`src/rtl/apb_pkg.sv`:
```
// Shared APB types and bus widths for the APB completer and requester.
package apb_pkg;

  typedef enum logic {IDLE, ACCESS} apb_state_e;

  localparam int unsigned APB_DW = 32;
  localparam int unsigned APB_AW = 32;

  localparam logic [APB_DW-1:0] RD_ERR_DATA = 32'h0;

endpackage : apb_pkg

```
`src/rtl/apb_slave_mem.sv`:
```
// APB completer backed by a word-addressed register memory with programmable wait states.
module apb_slave_mem
  import apb_pkg::*;
#(
  parameter int unsigned DEPTH = 16
) (
  input  logic              clk,
  input  logic              reset,
  input  logic [3:0]        wait_cfg_i,
  input  logic              psel_i,
  input  logic              penable_i,
  input  logic [APB_AW-1:0] paddr_i,
  input  logic              pwrite_i,
  input  logic [APB_DW-1:0] pwdata_i,
  output logic              pready_o,
  output logic [APB_DW-1:0] prdata_o,
  output logic              pslverr_o
);

  localparam int unsigned IDX_W = $clog2(DEPTH);
  localparam int unsigned CNT_W = 4;
  localparam logic [APB_AW-1:0] ADDR_LIMIT = APB_AW'(DEPTH * 4);

  apb_state_e        state_q, state_d;
  logic [CNT_W-1:0]  cnt_q;
  logic [IDX_W-1:0]  index_q;
  logic              write_q;
  logic [APB_DW-1:0] wdata_q;
  logic              err_q;
  logic [APB_DW-1:0] prdata_q;
  logic [APB_DW-1:0] mem [DEPTH];

  logic              setup_c;
  logic              err_c;
  logic [IDX_W-1:0]  index_c;
  logic              ready_c;
  logic              complete_c;
  logic              commit_c;

  assign setup_c    = psel_i & ~penable_i;
  assign err_c      = (paddr_i >= ADDR_LIMIT);
  assign index_c    = paddr_i[2 +: IDX_W];
  // Ready depends only on registered state, so there is no bus-input-to-pready path.
  assign ready_c    = (state_q == ACCESS) && (cnt_q == '0);
  assign complete_c = psel_i & penable_i & ready_c;
  assign commit_c   = complete_c & write_q & ~err_q;

  assign pready_o  = ready_c;
  assign pslverr_o = ready_c & err_q;
  assign prdata_o  = prdata_q;

  // Next-state logic
  always_comb begin
    state_d = state_q;
    unique case (state_q)
      IDLE: begin
        if (setup_c) state_d = ACCESS;
      end
      ACCESS: begin
        if (!psel_i || complete_c) state_d = IDLE;
      end
      default: state_d = IDLE;
    endcase
  end

  // State register
  always_ff @(posedge clk or negedge reset) begin
    if (!reset) state_q <= IDLE;
    else        state_q <= state_d;
  end

  // Transfer capture, wait counter and read-data register
  always_ff @(posedge clk or negedge reset) begin
    if (!reset) begin
      cnt_q    <= '0;
      index_q  <= '0;
      write_q  <= 1'b0;
      wdata_q  <= '0;
      err_q    <= 1'b0;
      prdata_q <= '0;
    end else begin
      if (state_q == IDLE) begin
        if (setup_c) begin
          cnt_q   <= wait_cfg_i;
          index_q <= index_c;
          write_q <= pwrite_i;
          wdata_q <= pwdata_i;
          err_q   <= err_c;
          if (!pwrite_i) prdata_q <= err_c ? RD_ERR_DATA : mem[index_c];
        end
      end else if (cnt_q != '0) begin
        cnt_q <= cnt_q - CNT_W'(1);
      end
    end
  end

  // Memory array; only a completed, non-error write commits
  always_ff @(posedge clk or negedge reset) begin
    if (!reset) begin
      for (int i = 0; i < DEPTH; i++) mem[i] <= '0;
    end else if (commit_c) begin
      mem[index_q] <= wdata_q;
    end
  end

endmodule : apb_slave_mem

```
`config.mk`:
```
export PLATFORM = sky130hd
export DESIGN_NAME = apb_slave_mem
export DESIGN_NICKNAME = d
export VERILOG_FILES = /design/src/rtl/apb_pkg.sv /design/src/rtl/apb_slave_mem.sv
export SDC_FILE = /design/constraint.sdc
export NUM_CORES = 1
export LEC_CHECK = 0
export CORE_MARGIN = 2
export CORE_UTILIZATION = 47
export DETAILED_ROUTE_END_ITERATION = 8
export DONT_BUFFER_PORTS = 1
export GPL_ROUTABILITY_DRIVEN = 0
export GPL_TIMING_DRIVEN = 0
export HOLD_SLACK_MARGIN = 0.1
export MAX_ROUTING_LAYER = met4
export SLEW_MARGIN = 15
export SYNTH_ARGS = -nofsm -noshare
export SYNTH_HDL_FRONTEND = slang
export SYNTH_SLANG_ARGS = --single-unit
```
`constraint.sdc`:
```
create_clock -name clk -period 6.3 [get_ports clk]
set_clock_uncertainty 0.05 [all_clocks]
set_input_delay 0.63 -clock clk [delete_from_list [all_inputs] [get_ports clk]]
set_output_delay 0.63 -clock clk [all_outputs]
set_load 0.02 [all_outputs]
```
# Word level (Yosys, flattened, before mapping)
# Index checks and enable logic that the tools add are counted.
# W data, S select, Z words.
[word_totals] reg_bits=587 out_inout_bits=34 wordCells=64
[classes] add_sub_neg=1 magnitude_cmp=4 n_eq_ne=1 n_mux=13 bitwise=12 reduce_logical=10
[ops] op="$bwmux W512" n=1
[ops] op="$bmux W32 S4" n=1
[ops] op="$demux W32 S4" n=1
[ops] op="$mux W32" n=4
[ops] op="$ge A32 B7 Y1 const B" n=1
[ops] op="$mux W4" n=3
[ops] op="$ge A5 B5 Y1 const B" n=2
[ops] op="$not A4 Y5" n=2
[ops] op="$and A1 B1 Y1" n=6
[ops] op="$lt A5 B1 Y1 const B" n=1
[ops] op="$logic_not A4 Y1" n=1
[ops] op="$not A1 Y1" n=4
[ops] op="$reduce_and A2 Y1" n=2
[ops] op="$reduce_bool A4 Y1" n=1
[ops] op="$sub A4 B1 Y4 const B" n=1
[ops] op="$reduce_and A3 Y1" n=1
[ops] op="$logic_and A1 B1 Y1" n=2
[ops] op="$mux W1" n=2
[ops] op="$ne A2 B1 Y1 const B" n=1
[ops] op="$pmux W1 S2" n=1
[ops] op="$reduce_bool A2 Y1" n=1
[ops] op="$logic_not A1 Y1" n=1
[ops] op="$logic_or A1 B1 Y1" n=1

# Depth between registers and ports, before layout
[logic_depth] word_depth=6 mapped_depth=8 mapped_depth_nobuf=6

# Worst setup path before layout
# No wires, ideal clock.
[synth_timing] kind="input -> register" start="input port paddr_i[3]" end="register prdata_q[11] (netlist: prdata_o[11])" arrival_ns=2.384 required_ns=6.127 path_slack_ns=3.743 stages=7 cell_sequence="buf_2 -> clkbuf_1 -> buf_1 -> mux2i_1 -> o22ai_1 -> or4_1 -> o221a_2"
[synth_between] elab_chain_len=5 elab_cells_between_ends=6 cone_classes="order compare (1); mux (4); bitwise (1)"
[synth_rtl] item="from (decl)" line_no="apb_slave_mem.sv:12" text="input logic [APB_AW-1:0] paddr_i,"
[synth_rtl] item="branches (longest 4 deep; another with $ge A32 B7 Y1)"
[synth_rtl] item="$mux W32 (*)" line_no="apb_slave_mem.sv:89" text="if (!pwrite_i) prdata_q <= err_c ? RD_ERR_DATA : mem[index_c];"
[synth_rtl] item="to (signal assigned)" line_no="apb_slave_mem.sv:89"
[synth_rtl] item="to (decl)" line_no="apb_slave_mem.sv:30" text="logic [APB_DW-1:0] prdata_q;"
# Every way passes the cells marked *. The select of a mux whose other input is x is not followed.
# A chain may end at the register's enable or synchronous reset.

# Final worst setup path
[layout_timing] start="register state_q" end="register prdata_q[1] (netlist: prdata_o[1])"
[layout_between] elab_chain_len=2
[layout_rtl] item="from (decl)" line_no="apb_slave_mem.sv:24" text="apb_state_e state_q, state_d;"
[layout_rtl] item="from (signal assigned)" line_no="apb_slave_mem.sv:69" text="else state_q <= state_d;"
[layout_rtl] item="$not A1 Y1 (no line)"
[layout_rtl] item="$reduce_and A3 Y1 (no line)"
# No other way between the ends.

==> results.md <==
- Flip-flop and latch count after synthesis: 587
- Min Tclk post-route: 3.40 ns
- Top routing layer in use: met4
- Net Count, Synth: slightly below 2000
- Die area: 59000 µm²
- Instance area at placement: 27800 µm²
- Type of element launching the critical path: flip-flop
- Power density normalized to cell area: ~280 nW/µm²
- I/O pin cnt: roughly 110
- Synthesis-to-finish area growth: 11.9%
- Pin slew with the least headroom to its limit: 2.33 ns
- Largest fanout of any net on the critical path: 10
- Routed WL per cell: 23.8 µm
- Clock tree from TritonCTS: yes
- Fraction of the yosys area taken by sequential cells: 54.7%
- Crit Path Category: flip-flop to flip-flop
- Antenna-violating nets left: 0
- Die Width: about 240 µm
- Number of levels in the clock H-tree: 3
- Total iterations of the first detailed-routing run: 5
- Commonest register cell after synthesis: dfrtp_1
- Switching share of total power: 23.5%
- Placement Setup Slack: 2.67 ns
- Worst slack on hold paths: -0.306 ns
- Resized cells post-CTS: 0
- Highest-delay cell along the critical path: nor4_2
- Kind of cell adding the most delay to the critical path: simple AND/OR/NAND/NOR gates
- Global-route wire length before repair: 103 mm
- Clock Tree Buf Depth: 3
- Chip height: 243 µm
- Fraction of the core area covered by cells at the end of the flow: 53.3%
- Worst-path clk slew: 0.06 ns
- Critical path buffer and inverter count: 1
- Highest attainable clock frequency: 0.294 GHz
- P_sw: 0.00195 W
- Routed met2 length: about 31 mm
- Cells after synthesis: roughly 1900
- Worst supply voltage drop on vdd: 0.229 mV
- Filler cell count in the final layout: 4817
- Top cells by area in the synthesized netlist: dfrtp_1 (55%), mux2_2 (23%), mux2i_1 (7.2%)
- Static Leak: 14.9 nW
- Post-synthesis async set-or-reset flop share: 100%
- Setup-violating endpoint count in the final report: 0
- Final Cycle Share: 53.9%
- Grt ovf: 0
- Number of antenna violations at the first check in global routing: 9
- Unique masters post-synth: 40
- Yosys Warn Count: 0
- Via-per-instance ratio: 5.72
- Top library cells by usage in the layout, fill and taps aside: dfrtp_1 (587), mux2_2 (552), mux2i_1 (193)
- Int Power: roughly 0.0064 W
- Insertion delay to the later sink of the worst-skew pair: 0.60 ns
- Share of power burned in combinational logic: 5.8%
- Class of the most critical hold timing path: input port to async pin
- Core region area: between 50000 and 60000 µm²
- RSZ-0062 raised after global routing: false
- Worst path setup slack after routing: 2.90 ns
- Number of port buffers: 0
- Root Buffer Master: clkbuf_16
- Number of global-route vias before repair: 16800
- Row count: 87
- Layout cell share with drive strength beyond 1: 38.0%
- Iteration-0 DRC Markers: 980
- TritonCTS buffer count: 67
- Data required time at the worst endpoint: 6.78 ns
- Number of flops mapped to enable cells by yosys: 0
- Result of the run: complete, but fails checks
- Length of routed wiring on met1: 30.2 mm
- Sequential share of power: a little under half
- Buffer count from post-CTS setup fixing: 0
- Avg Cell Area, Syn: 14.0 µm²
- Fraction of synthesized cell area taken by the top area cell type: 54.7%
- Amount of wire on met3 after detailed routing: 2.68 mm
- Pin count of the biggest net entering global routing: 588
- Summed instance area of the synthesized netlist: approximately 27000 µm²
- Series of cell instances along the critical path: or4b_1 > nor4_2 > clkbuf_1 > o221a_2
- # Max-Cap Violations: 0
- Detailed-route wire length: 66.4 mm
- Data arrival time of the critical path: 3.87 ns
- Sum of net half-perimeters after detailed placement: approximately 46 mm
- Overall global routing resource usage: 23.5%
- Final nets: 2059
- Kind of end point of the critical path: flip-flop
- Total negative setup slack: 0 ns
- Initial cell density of the core: 47.6%
- Worst Setup SP: state_q
- Number of failing hold endpoints at the final stage: 143
- Cell taking the most area after synthesis: dfrtp_1
- Violated checks: hold timing, slew limit
- Share of total power in the clock network: 46.8%
- Largest stage delay, worst path: about 1 ns
- Pins over their slew limit: 438
- Relative slew slack: -55.1%
- CTS sink cnt: 587
- Count of unresolved DRC violations after routing: 0
- Total via count in the routed design: 16000
- Most frequent standard cell in the layout excluding fill and tap cells: dfrtp_1
- Start of the worst register-to-register path: state_q
- Non-Filler Cell Area, Final: 30000 µm²
## worst register-to-register path: stages, from the launching register on
cell and delay, ns:
dfrtp_1 0.41, or4b_1 0.91, nor4_2 1.05, clkbuf_1 0.61
o221a_2 0.31
## state kept, by name (all words and copies together), names as in the netlist
signal    cells
prdata_o     32
state_q       1
write_q       1
index_q       4
cnt_q         4
err_q         1
mem         512
wdata_q      32
## worst paths after layout
| check | endpoint | slack [ns] | cells after the start |
|---|---|---|---|
| worst max-delay path | prdata_o[1] | 2.90 | 4 |
| worst min register to register | mem[28] | 0.43 | 1 |
| min in group clk | wdata_q[19] | 0.13 | 1 |
| worst min-delay path | cnt_q[3] | -0.31 | 0 |
| worst max register to register | prdata_o[1] | 2.90 | 4 |
| max in group asynchronous | mem[143] | 4.66 | 0 |
## power groups by stage
| stage | Sequential, W | Combinational [W] | Clock, W |
|---|---|---|---|
| finish | 0.00394 | 0.000485 | 0.00388 |
| global route | 0.00395 | 0.000521 | 0.00414 |
| CTS | 0.00394 | 0.000487 | 0.00397 |
| detailed placement | 0.00400 | 0.000485 | 0 |
| global placement | 0.00400 | 0.000475 | 0 |
| floorplan | 0.00396 | 0.000317 | 0 |
## layer usage
metal / global-route usage, % / vias to the layer above
met1: 31.1 / 8423
met5: - / -
met3: 4.25 / 124
li1: - / 7176
met4: 8.82 / 0
met2: 36.1 / 261
## metrics by stage
| step | power, W | std cells |
|---|---|---|
| 5_1_grt | 0.00861 | 2791 |
| 6_report | 0.00831 | 2792 |
| 3_5_place_dp | 0.00449 | 2669 |
| 3_3_place_gp | 0.00447 | 2669 |
| 2_1_floorplan | 0.00427 | 1913 |
| 4_1_cts | 0.00839 | 2783 |
## synth_stat cells (all sizes together) (3+ instances only)
cell	instances
a21oi	5
a221oi	33
and2	33
buf	74
clkbuf	82
dfrtp	587
inv	5
mux2	613
mux2i	193
nand2	5
nand2b	39
nor2	37
nor2b	3
nor3	15
nor4	11
o21bai	32
o221a	32
o22ai	64
or4	33
## logic make-up after synthesis
logic type	count (synthesis)	synth area share [%]
adder cells (fa/ha/maj)	2	0.0932
AND/OR/NAND/NOR	186	4.62
flip-flops	587	54.7
AO/OA/AOI/OAI	170	5.01
multiplexers	806	32.9
XOR/XNOR	1	0.0326
buffers and inverters	161	2.61
## area by class of cell
class	instances	area [µm²]	area share, %
clock inverters	13	168	0.558
diodes	8	20.0	0.0667
well taps	756	946	3.15
repair buffers	2	20.0	0.0667
multi-input cells	1165	11500	38.2
flip-flops and latches	587	14700	48.9
plain buffers	156	681	2.27
inverters	5	18.8	0.0625
clock buffers	100	2030	6.75
## repair_timing
item | CTS | global route
endpoints found under the setup margin | 0 | 0
hold buffers | 1 | 1
endpoints found under the hold margin | 588 | 588
Note: power is estimated with default switching activity, not from simulation.
